[config.mk]
export PLATFORM = sky130hd
export DESIGN_NAME = sipo_deser_ctrl
export DESIGN_NICKNAME = d
export VERILOG_FILES = /design/src/rtl/sipo_deser_pkg.sv /design/src/rtl/sipo_sreg.sv /design/src/rtl/sipo_deser_ctrl.sv
export SDC_FILE = /design/constraint.sdc
export NUM_CORES = 1
export LEC_CHECK = 0
export CAP_MARGIN = 20
export CORE_MARGIN = 2
export CORE_UTILIZATION = 45
export CTS_CLUSTER_DIAMETER = 40
export DETAILED_ROUTE_END_ITERATION = 16
export PLACE_DENSITY = 0.73
export SLEW_MARGIN = 20
export SYNTH_ARGS = -nofsm -noshare
export SYNTH_HDL_FRONTEND = slang
export SYNTH_SLANG_ARGS = --single-unit
[constraint.sdc]
create_clock -name clk -period 1.4 [get_ports clk]
set_input_delay 0.28 -clock clk [delete_from_list [all_inputs] [get_ports clk]]
set_output_delay 0.28 -clock clk [all_outputs]
set_load 0.03 [all_outputs]
[src/rtl/sipo_deser_pkg.sv]
// Shared types and constants for the serial-to-parallel deserializer controller.
package sipo_deser_pkg;

    typedef enum logic [1:0] {
        IDLE   = 2'd0,
        SHIFT  = 2'd1,
        PARITY = 2'd2,
        HOLD   = 2'd3
    } state_e;

    localparam int DEFAULT_NBITS = 8;

endpackage

[src/rtl/sipo_sreg.sv]
// NBITS-wide serial-in/parallel-out shift register, MSB arrives first.
module sipo_sreg #(
    parameter int NBITS = 8
) (
    input  logic             clk,
    input  logic             reset_n,
    input  logic             clr,
    input  logic             en,
    input  logic             sin,
    output logic [NBITS-1:0] pout
);

    logic [NBITS-1:0] sreg_q;
    logic [NBITS-1:0] sreg_d;

    always_comb begin
        sreg_d = sreg_q;
        if (clr) begin
            sreg_d = '0;
        end else if (en) begin
            sreg_d = {sreg_q[NBITS-2:0], sin};
        end
    end

    always_ff @(posedge clk) begin
        if (!reset_n) begin
            sreg_q <= '0;
        end else begin
            sreg_q <= sreg_d;
        end
    end

    assign pout = sreg_q;

endmodule

[src/rtl/sipo_deser_ctrl.sv]
// Framed serial-to-parallel deserializer controller with val/rdy on both sides.
// Define SIPO_DESER_PARITY_EN to expect a trailing even-parity bit and flag errors on out_perr.
module sipo_deser_ctrl
    import sipo_deser_pkg::*;
#(
    parameter int NBITS = DEFAULT_NBITS
) (
    input  logic             clk,
    input  logic             reset_n,
    input  logic             in_val,
    output logic             in_rdy,
    input  logic             in_bit,
    output logic             out_val,
    input  logic             out_rdy,
    output logic [NBITS-1:0] out_data,
    output logic             out_perr
);

    localparam int CW = $clog2(NBITS + 1);
    localparam logic [CW-1:0] LAST_IDX = CW'(NBITS - 1);

    state_e           state_q, state_d;
    logic [CW-1:0]    cnt_q, cnt_d;
    logic             in_rdy_q, in_rdy_d;
    logic             out_val_q, out_val_d;
    logic             sreg_clr;
    logic             sreg_en;
    logic [NBITS-1:0] sreg;
    logic             in_xfer;
    logic             out_xfer;
`ifdef SIPO_DESER_PARITY_EN
    logic             perr_q, perr_d;
`endif

    assign in_xfer  = in_val && in_rdy_q;
    assign out_xfer = out_val_q && out_rdy;

    // in_rdy/out_val are registered, so they change together with the state they describe.
    always_comb begin
        state_d   = state_q;
        cnt_d     = cnt_q;
        in_rdy_d  = in_rdy_q;
        out_val_d = out_val_q;
        sreg_clr  = 1'b0;
        sreg_en   = 1'b0;
`ifdef SIPO_DESER_PARITY_EN
        perr_d    = perr_q;
`endif
        case (state_q)
            IDLE: begin
                if (in_xfer && in_bit) begin
                    state_d  = SHIFT;
                    cnt_d    = '0;
                    sreg_clr = 1'b1;
                end
            end
            SHIFT: begin
                if (in_xfer) begin
                    sreg_en = 1'b1;
                    cnt_d   = cnt_q + 1'b1;
                    if (cnt_q == LAST_IDX) begin
`ifdef SIPO_DESER_PARITY_EN
                        state_d   = PARITY;
`else
                        state_d   = HOLD;
                        in_rdy_d  = 1'b0;
                        out_val_d = 1'b1;
`endif
                    end
                end
            end
`ifdef SIPO_DESER_PARITY_EN
            PARITY: begin
                if (in_xfer) begin
                    state_d   = HOLD;
                    in_rdy_d  = 1'b0;
                    out_val_d = 1'b1;
                    perr_d    = (^sreg) ^ in_bit;
                end
            end
`endif
            HOLD: begin
                if (out_xfer) begin
                    state_d   = IDLE;
                    cnt_d     = '0;
                    in_rdy_d  = 1'b1;
                    out_val_d = 1'b0;
`ifdef SIPO_DESER_PARITY_EN
                    perr_d    = 1'b0;
`endif
                end
            end
            default: begin
                state_d   = IDLE;
                cnt_d     = '0;
                in_rdy_d  = 1'b1;
                out_val_d = 1'b0;
            end
        endcase
    end

    always_ff @(posedge clk) begin
        if (!reset_n) begin
            state_q   <= IDLE;
            cnt_q     <= '0;
            in_rdy_q  <= 1'b1;
            out_val_q <= 1'b0;
`ifdef SIPO_DESER_PARITY_EN
            perr_q    <= 1'b0;
`endif
        end else begin
            state_q   <= state_d;
            cnt_q     <= cnt_d;
            in_rdy_q  <= in_rdy_d;
            out_val_q <= out_val_d;
`ifdef SIPO_DESER_PARITY_EN
            perr_q    <= perr_d;
`endif
        end
    end

    sipo_sreg #(
        .NBITS (NBITS)
    ) u_sreg (
        .clk     (clk),
        .reset_n (reset_n),
        .clr     (sreg_clr),
        .en      (sreg_en),
        .sin     (in_bit),
        .pout    (sreg)
    );

    assign in_rdy   = in_rdy_q;
    assign out_val  = out_val_q;
    assign out_data = sreg;
`ifdef SIPO_DESER_PARITY_EN
    assign out_perr = perr_q;
`else
    assign out_perr = 1'b0;
`endif

endmodule

==> run_results.csv <==
group,metric,value,unit
outcome,status,"finished, final reports clean",
timing,finalWorstSetupSlack,0.0670,ns
timing,hold_slack,0.452,ns
timing,period_share,95.2,%
global_routing,antenna_found_initial,0,
floorplanning,io_pins,16,
timing,slew_viol_final,0,
clock_network,clk_latency,0.28,ns
timing,finalSetupViolations,0,
global_routing,grt_overflow,0,
yosys,synth_area_leaders,"dfxtp_1 (47%), nand2_1 (12%), a21oi_1 (8.9%)",
yosys,ys_ff_latch,16,
clock_network,root_buffer,"clkbuf_4",
global_routing,grt_pass1_vias,553,
cells_and_area,design_area,901,um2
yosys,ys_dominant_reg_cell,"dfxtp_1",
pwr,p_per_area,920,nW/um2
critical_path,path_delay_family,"buffers and inverters",
timing,period_needed,1.33,ns
yosys,syn_avg_cell_area,8.69,um2
cells_and_area,synthToLayoutAreaGrowth,32.8,%
timing,tns,0,ns
clock_network,clockBufferDepth,2,
floorplanning,coreArea,1450,um2
routing,wl_per_cell,11.0,um
floorplanning,placementRows,14,
floorplanning,start_util,46.6,%
yosys,synth_edf_count,0,
critical_path,crit_cells,1,
yosys,synth_nets,84,
floorplanning,die_w,42.8,um
clock_network,ctsHoldBuffers,0,
worst_hold_path,hp-class,"reg -> reg",
yosys,yosysMostFrequentCell,"nand2_1",
critical_path,start_kind,"register",
critical_path,r2r_end,"cnt_q[3]$_SDFFE_PN0P_",
timing,rsz0062_at_grt,"no",
timing,clock_skew,0.00143,ns
floorplanning,dieArea,1830,um2
yosys,synthCells,78,
routing,drt-initial-drc-count,14,
critical_path,worstPathMaxFanout,3,
placement,dp_slack,-0.143,ns
critical_path,worstReg2RegStart,"state_q[1]$_SDFFE_PN0P_",
routing,ant_nets,0,
critical_path,startpoint,"u_sreg.pout[1]$_SDFFE_PP0P_",
critical_path,cp.arrival,1.05,ns
global_routing,grt_pass1_wl,2.17,mm
critical_path,reg2regPathDepth,4,
yosys,ys_warn_count,0,
critical_path,required,1.12,ns
clock_network,clk_pin_slew_worst_paths,0.09,ns
critical_path,path_class,"reg -> out",
yosys,syn_area,678,um2
timing,hold_viol,0,
cells_and_area,drive_gt1_share,17.6,%
critical_path,path_cells,"dlygate4sd2_1",
placement,io_buffers,14,
critical_path,crit_end,"out_data[1]",
yosys,netlist_top_cells_count,"nand2_1 (21), dfxtp_1 (16), a21oi_1 (12)",
timing,fmax,0.750,GHz
pwr,max-vdd-ir-drop,0.000601,V
routing,drc,0,
routing,num_vias,635,
critical_path,rrSetupSlack,0.07,ns
run,maxCapViolCount,0,
placement,hpwl,982,um
clock_network,post-cts-setup-buffers,0,
placement,post_dp_cell_area,890,um2
critical_path,cp_slowest_cell,"dlygate4sd2_1",
clock_network,h-tree-depth,1,
placement,place_congestion,0.800,
floorplanning,die_h,42.8,um
yosys,synth_top_area_share,47.2,%
routing,firstDrtPassIters,4,
routing,drt-vias-per-instance,5.38,
yosys,async_reset_ff_share,0,%
yosys,yosysSeqAreaShare,47.2,%
clock_network,cts_buffers,3,
pwr,p_leak,0.380,nW
critical_path,cp-end-kind,"primary output",
placement,dp_cells,115,
cells_and_area,fin_cells,118,
clock_network,cts_tree,"yes",
routing,wirelength,1.30,mm
global_routing,track_usage,15.6,%
critical_path,path_buf_inv,1,
cells_and_area,n_antenna_cell,0,
critical_path,max_stage_delay,0.41,ns
cells_and_area,layout.nets,110,
yosys,yosys.area.top_type,"dfxtp_1",
yosys,synth_cell_types,24,
global_routing,grt_max_degree,9,
clock_network,clock_sinks,16,
-- sequential cells by signal, summed over array words and instances, names as in the netlist --
signal,count
in_rdy,1
out_val,1
u_sreg.pout,8
cnt_q,4
state_q,2
-- power breakdown --
group          internal (mW)  switching [mW]
logic                 0.0546          0.0603
clock network          0.100           0.140
registers              0.464         0.00976
total                  0.619           0.210
-- worst min-delay path by stage --
stage                                            from                          end  slack (ns)  cells after the start
after detailed placement  u_sreg.pout[7]$_SDFFE_PP0P_  u_sreg.pout[7]$_SDFFE_PP0P_        0.44                      2
after global placement    u_sreg.pout[7]$_SDFFE_PP0P_  u_sreg.pout[7]$_SDFFE_PP0P_        0.44                      2
after floorplan                               reset_n          in_rdy$_SDFFE_PN1P_        0.36                      1
after global routing      u_sreg.pout[3]$_SDFFE_PP0P_  u_sreg.pout[4]$_SDFFE_PP0P_        0.50                      2
after CTS                 u_sreg.pout[7]$_SDFFE_PP0P_  u_sreg.pout[7]$_SDFFE_PP0P_        0.45                      2
final                     u_sreg.pout[7]$_SDFFE_PP0P_  u_sreg.pout[7]$_SDFFE_PP0P_        0.45                      2
-- what timing repair did --
| action | CTS | global route |
|---|---|---|
| endpoints found under the setup margin | 9 | 2 |
| pin swaps | 0 | 0 |
| gates resized for setup | 9 | 1 |
| cloned | 0 | 0 |
-- stage by stage --
step / total power [mW] / util (%)
6_report: 0.829 / 62.0
5_1_grt: 0.860 / 62.0
4_1_cts: 0.837 / 62.0
3_5_place_dp: 0.601 / 61.2
3_3_place_gp: 0.600 / 61.2
2_1_floorplan: 0.551 / -
-- layout by cell type (no fill, tap or decap), types with 2 or more instances in the layout --
cell             count
nand2_1             21
dfxtp_1             16
a21oi_1             12
buf_4               10
dlygate4sd2_1        9
nand3_1              5
clkdlybuf4s50_1      4
clkbuf_4             3
o21a_1               2
o21ai_0              2
inv_1                2
-- layout make-up --
class,instances,area [um2]
clock buffer,3,22.5
fill,136,553
inverter,2,7.51
multi-input combinational,58,337
sequential,16,320
tap,16,20.0
timing repair buffer,23,194
-- kinds of logic (layout without fill, tap and decap cells) --
kind of cell | Yosys count | after routing | synth area share, %
flip-flops | 16 | 16 | 47.2
adder cells (fa/ha/maj) | 1 | 1 | 1.84
AND/OR/NAND/NOR | 30 | 30 | 20.8
multiplexers | 1 | 1 | 1.48
buffers and inverters | 4 | 28 | 3.88
other | 1 | 1 | 0.553
AO/OA/AOI/OAI | 25 | 25 | 24.2
-- per-layer routing --
layer / wire [um] / track usage, %
met1: 609 / 19.0
met2: 593 / 25.5
met3: 74 / 3.83
met4: 26 / 7.50
met5: 0 / 0
Power figures use the tool's default switching activity.
